`src/rtl/urng_taus258_pkg.sv`:
```
// Shared constants for the five-component lfsr258 Tausworthe generator
// and the sequencing state encoding.
package urng_taus258_pkg;

  localparam int unsigned NCOMP = 5;

  localparam int unsigned TAUS_K [NCOMP] = '{63, 55, 52, 47, 41};
  localparam int unsigned TAUS_Q [NCOMP] = '{1, 24, 3, 5, 3};
  localparam int unsigned TAUS_S [NCOMP] = '{10, 5, 29, 23, 8};

  // Smallest legal seed per component, 2^(64-k); lower values degenerate the recurrence.
  localparam logic [63:0] TAUS_MIN [NCOMP] = '{
    64'h0000_0000_0000_0002,
    64'h0000_0000_0000_0200,
    64'h0000_0000_0000_1000,
    64'h0000_0000_0002_0000,
    64'h0000_0000_0080_0000
  };

  typedef enum logic [2:0] {
    ST_WARM,
    ST_IDLE,
    ST_SEED,
    ST_ISSUE,
    ST_WAIT,
    ST_ADV
  } state_t;

  function automatic logic [63:0] taus_mask(input int unsigned k);
    return ~((64'd1 << (64 - k)) - 64'd1);
  endfunction

endpackage

```
`src/rtl/urng_taus258_comp.sv`:
```
// One Tausworthe component: 64-bit state with seed load and single-step advance.
// z_step exposes the next state so the top can combine post-step words.
module taus_comp
  import urng_taus258_pkg::*;
#(
  parameter int unsigned K    = 63,
  parameter int unsigned Q    = 1,
  parameter int unsigned S    = 10,
  parameter logic [63:0] SEED = 64'h0123_4567_89AB_CDEF
) (
  input  logic        clk,
  input  logic        rst,
  input  logic        load,
  input  logic [63:0] load_data,
  input  logic        step,
  output logic [63:0] z,
  output logic [63:0] z_step
);

  localparam logic [63:0] MASK = taus_mask(K);

  logic [63:0] b;

  assign b      = ((z << Q) ^ z) >> (K - S);
  assign z_step = ((z & MASK) << S) ^ b;

  always_ff @(posedge clk or negedge rst) begin
    if (!rst) begin
      z <= SEED;
    end else if (load) begin
      z <= load_data;
    end else if (step) begin
      z <= z_step;
    end
  end

endmodule

```
`src/rtl/urng_taus258.sv`:
```
// Combined lfsr258 uniform source with go/gng_done handshake, warm-up phase
// and runtime seed loading with validation.
module urng_taus258
  import urng_taus258_pkg::*;
#(
  parameter logic [63:0] SEED1       = 64'h0123_4567_89AB_CDEF,
  parameter logic [63:0] SEED2       = 64'h1111_2222_3333_4444,
  parameter logic [63:0] SEED3       = 64'h5555_6666_7777_8888,
  parameter logic [63:0] SEED4       = 64'h9999_AAAA_BBBB_CCCC,
  parameter logic [63:0] SEED5       = 64'hDDDD_EEEE_FFFF_0001,
  parameter int unsigned WARM_CYCLES = 16
) (
  input  logic        clk,
  input  logic        rst,
  input  logic        enable,
  input  logic        seed_load,
  input  logic [2:0]  seed_idx,
  input  logic [63:0] seed_data,
  output logic [63:0] random,
  output logic        go,
  input  logic        gng_done,
  output logic        ready,
  output logic        seed_err
);

  localparam int unsigned CW = (WARM_CYCLES > 1) ? $clog2(WARM_CYCLES) : 1;
  localparam logic [CW-1:0] CNT_LAST = CW'(WARM_CYCLES - 1);
  localparam logic [63:0] SEEDS [NCOMP] = '{SEED1, SEED2, SEED3, SEED4, SEED5};

  state_t          state, state_nxt;
  logic [CW-1:0]   cnt;
  logic [63:0]     z      [NCOMP];
  logic [63:0]     z_step [NCOMP];
  logic [63:0]     word;
  logic            step_en;
  logic [NCOMP-1:0] load_en;
  logic [2:0]      pend_idx;
  logic [63:0]     pend_data;
  logic            idx_valid;
  logic [63:0]     min_seed;
  logic [63:0]     seed_fixed;
  logic            seed_low;
  logic            seed_err_nxt;

  for (genvar g = 0; g < NCOMP; g++) begin : g_comp
    taus_comp #(
      .K    (TAUS_K[g]),
      .Q    (TAUS_Q[g]),
      .S    (TAUS_S[g]),
      .SEED (SEEDS[g])
    ) u_comp (
      .clk       (clk),
      .rst       (rst),
      .load      (load_en[g]),
      .load_data (pend_data),
      .step      (step_en),
      .z         (z[g]),
      .z_step    (z_step[g])
    );
  end

  always_comb begin
    idx_valid = 1'b0;
    min_seed  = '0;
    for (int unsigned i = 0; i < NCOMP; i++) begin
      if (seed_idx == 3'(i)) begin
        idx_valid = 1'b1;
        min_seed  = TAUS_MIN[i];
      end
    end
  end

  assign seed_low     = idx_valid && (seed_data < min_seed);
  assign seed_fixed   = seed_low ? (seed_data | min_seed) : seed_data;
  assign seed_err_nxt = seed_load && ((state != ST_IDLE) || !idx_valid || seed_low);

  // Leaving ADV the components step on the same edge random is captured,
  // so the combine must see the post-step values.
  always_comb begin
    word = '0;
    for (int unsigned i = 0; i < NCOMP; i++) begin
      word = word ^ ((state == ST_ADV) ? z_step[i] : z[i]);
    end
  end

  always_comb begin
    load_en = '0;
    if (state == ST_SEED) begin
      for (int unsigned i = 0; i < NCOMP; i++) begin
        if (pend_idx == 3'(i)) load_en[i] = 1'b1;
      end
    end
  end

  always_comb begin
    state_nxt = state;
    step_en   = 1'b0;
    case (state)
      ST_WARM: begin
        step_en = 1'b1;
        if (cnt == CNT_LAST) state_nxt = ST_IDLE;
      end
      ST_IDLE: begin
        if (seed_load) begin
          if (idx_valid) state_nxt = ST_SEED;
        end else if (enable) begin
          state_nxt = ST_ISSUE;
        end
      end
      ST_SEED:  state_nxt = ST_WARM;
      ST_ISSUE: state_nxt = ST_WAIT;
      ST_WAIT: begin
        if (gng_done) state_nxt = ST_ADV;
      end
      ST_ADV: begin
        step_en   = 1'b1;
        state_nxt = enable ? ST_ISSUE : ST_IDLE;
      end
      default: state_nxt = ST_WARM;
    endcase
  end

  always_ff @(posedge clk or negedge rst) begin
    if (!rst) begin
      state     <= ST_WARM;
      cnt       <= '0;
      go        <= 1'b0;
      random    <= '0;
      seed_err  <= 1'b0;
      pend_idx  <= '0;
      pend_data <= '0;
    end else begin
      state    <= state_nxt;
      go       <= (state_nxt == ST_ISSUE);
      seed_err <= seed_err_nxt;
      if (state == ST_WARM) begin
        cnt <= (state_nxt == ST_WARM) ? cnt + 1'b1 : '0;
      end
      if (state_nxt == ST_ISSUE) begin
        random <= word;
      end
      if (state == ST_IDLE && state_nxt == ST_SEED) begin
        pend_idx  <= seed_idx;
        pend_data <= seed_fixed;
      end
    end
  end

  assign ready = (state == ST_IDLE);

endmodule

```
`config.mk`:
```
export PLATFORM = sky130hd
export DESIGN_NAME = urng_taus258
export DESIGN_NICKNAME = d
export VERILOG_FILES = /design/src/rtl/urng_taus258_pkg.sv /design/src/rtl/urng_taus258_comp.sv /design/src/rtl/urng_taus258.sv
export SDC_FILE = /design/constraint.sdc
export NUM_CORES = 1
export LEC_CHECK = 0
export BUFFER_PORTS_ARGS = -buffer_cell sky130_fd_sc_hd__buf_2
export CORE_AREA = 2 2 261 263
export CTS_CLUSTER_DIAMETER = 60
export DETAILED_ROUTE_END_ITERATION = 8
export DIE_AREA = 0 0 263 265
export PLACE_DENSITY = 0.62
export SLEW_MARGIN = 20
export SYNTH_ARGS = -nofsm -noshare
export SYNTH_HDL_FRONTEND = slang
export SYNTH_SLANG_ARGS = --single-unit
```
`constraint.sdc`:
```
create_clock -name clk -period 3.2 [get_ports clk]
set_clock_uncertainty 0.2 [all_clocks]
set_input_delay 0.32 -clock clk [delete_from_list [all_inputs] [get_ports clk]]
set_output_delay 0.32 -clock clk [all_outputs]
set_load 0.005 [all_outputs]
```
==> flow_summary.ini <==
[sta]
fmax_ghz = 0.318
period_minus_slack_ns = 3.15
fin_crit_sh = 0.984
hold_viol = 0
finalSetupViolCount = 0
holdWs_ns = 0.0862
maxSlewViolCount = 0
rsz0062_at_grt = false
worst_slew_pin_slew_ns = 0.954
slew_headroom = 0.360
fin_tns_setup_ns = 0

[routing]
drtPass1Iterations = 6
wl_per_cell_um = 28.0
wl_met3_um = 10900
highest_layer = met4
viasPerCell = 5.76
drcViolationCount = 0
drtIter0Drc = 2518
drt-met1-wl_um = 43500
vias = 22000
wl_um = 107000
ant_nets = 0
wl_met2_um = 46500

[layout]
final_cell_area_um2 = 30700
nNetsFinal = 2974
drive_gt1_frac = 0.187
finish.utilization = 0.460
syn_to_final_growth_pct = 16.2
num_antenna_cells = 0

[logic_synthesis]
yosysTopAreaCell = dfrtp_1
ys_types = 51
avgSynthCellArea_um2 = 9.40
syn-instance-count = 2813
yosysSeqAreaShare = 0.443
synth_ff_type = dfrtp_1
async_flop_share = 1.00
syn_area_um2 = 26400
synth_seq_cells = 460
synth_nets = 2894
ys_warn_count = 0
ys_top_cells_by_area = dfrtp_1 28%, dfstp_2 16%, xnor2_1 15%
yosys.area.top_type_share = 0.283
synth_edf_count = 0

[die]
ios = 139
die_area_um2 = 69700
rows = 95
dieHeight_um = 265
die_w_um = 263
initial_core_util = 0.396
coreArea_um2 = 66800

[grt]
grt_overflow_total = 0
antenna_found_initial = 0
grt_max_degree = 88
grt_usage = 0.305
grt_pass1_wl_um = 155000
grt_pass1_vias = 21400

[setup_path]
endpoint_kind = flip-flop
timing.rr.start = state[0]$_DFF_PN0_
worstSetupPathType = in -> reg
reg2reg_depth = 5
reg2reg_slack_ns = 0.42
cp-start-kind = input port
cp.arrival_ns = 3.48
r2r-end = random[43]$_DFFE_PN0P_
required_ns = 3.53
cp_max_fo = 7

[placement]
placed_area_um2 = 28000
place_congestion = 0.989
numPortBuffers = 138
dp_hpwl_um = 77900

[clock_network]
clockBufferDepth = 3
clk_pin_slew_ns = 0.06
cts.repair.resized = 0
htree_levels = 2
cts_tree = done
clock-sinks = 460
clkLatencyLatePin_ns = 0.63
clockRootBuffer = clkbuf_16
cts_made_buffers = 54

[outcome]
status = complete, no violations

[worst_hold_path]
holdPathEnd = pend_data[9]$_DFFE_PN0P_
min_path_cells = 4
hp-class = in -> reg
worst_hold_startpoint = seed_idx[1]

[run]
cap_violations = 0
cells in the final DEF, fill, tap and decap left out, drive strengths merged, types with 15 or more instances in the layout:
cell	Yosys	final
nand3	15	15
dfrtp	299	299
buf	94	211
o22ai	47	47
dlygate4sd3	0	73
xor2	138	138
a31oi	46	46
a221o	54	54
a22oi	97	97
clkbuf	166	73
a21oi	106	106
xnor2	456	456
mux2i	64	64
mux2	63	63
nor2	305	305
o21ai	167	167
nand2	454	454
dfstp	161	161
state kept, by name, summed over array words and instances, names as in the netlist:
name	cells
pend_data	64
random	64
state	3
g_comp.u_comp.z	320
cnt	4
go	1
pend_idx	3
seed_err	1
area by class of cell:
type                            count  area, um2
Timing Repair Buffer              284       2290
Fill cell                        6379      36100
Multi-Input combinational cell   2086      13600
Sequential cell                   460      11700
Clock buffer                       73       1540
Tap cell                          873       1090
Clock inverter                     29        438
Inverter                            7       26.3
critical path, cell delays in order:
cell and delay, ns:
dlygate4sd3_1 0.53, buf_2 0.16, o21ai_1 0.47, nand4_1 0.53, nor4_4 0.44, buf_4 0.22, a31oi_1 0.08, dlygate4sd3_1 0.56
o21ai_0 0.15
cells by family (layout without fill, tap and decap cells):
| group | after synthesis | after routing | share of synthesized area |
|---|---|---|---|
| AOI/OAI and AO/OA | 528 | 528 | 0.126 |
| xor gates and xnor gates | 608 | 608 | 0.209 |
| adders and majority gates | 9 | 9 | 0.00426 |
| buffers and inverters | 267 | 393 | 0.0445 |
| DFF | 460 | 460 | 0.443 |
| muxes | 127 | 127 | 0.0510 |
| and+or+nand+nor | 814 | 814 | 0.123 |
cells in the mapped netlist, types with 47 or more instances:
cell	count
nand2_1	454
mux2i_1	64
xnor2_1	456
a22oi_1	96
clkbuf_1	166
buf_2	79
o22ai_1	47
a21oi_1	105
xor2_1	138
o21ai_0	150
nor2_1	301
mux2_2	63
a221o_1	54
dfstp_2	161
dfrtp_1	299
layer usage:
layer / track usage / up-vias
met3: 0.0799 / 268
met5: 0 / -
met1: 0.405 / 10900
met4: 0.153 / 0
li1: - / 9560
met2: 0.462 / 1246
per-stage QoR:
step	setup slack, ns	instances
final	0.0528	3812
after global routing	0.000562	3812
after CTS	0.0671	3812
after detailed placement	0.255	3637
after global placement	0.278	3637
after floorplan	0.791	2813
worst max path at each step:
stage           startpoint                         to
3_3_place_gp   seed_idx[1]   pend_data[1]$_DFFE_PN0P_
3_5_place_dp   seed_idx[1]  pend_data[17]$_DFFE_PN0P_
6_report       seed_idx[2]   pend_data[1]$_DFFE_PN0P_
2_1_floorplan  seed_idx[1]  pend_data[17]$_DFFE_PN0P_
4_1_cts        seed_idx[2]   pend_data[1]$_DFFE_PN0P_
5_1_grt        seed_idx[2]   pend_data[1]$_DFFE_PN0P_
repair_timing:
action / in CTS / in global routing
endpoints found under the hold margin: 107 / 0
endpoints found under the setup margin: 0 / 1
hold buffers: 73 / 0
setup buffers: 0 / 0
Power is not shown: default switching activity piles up to over one toggle a cycle in this logic, so the estimate is an artifact.
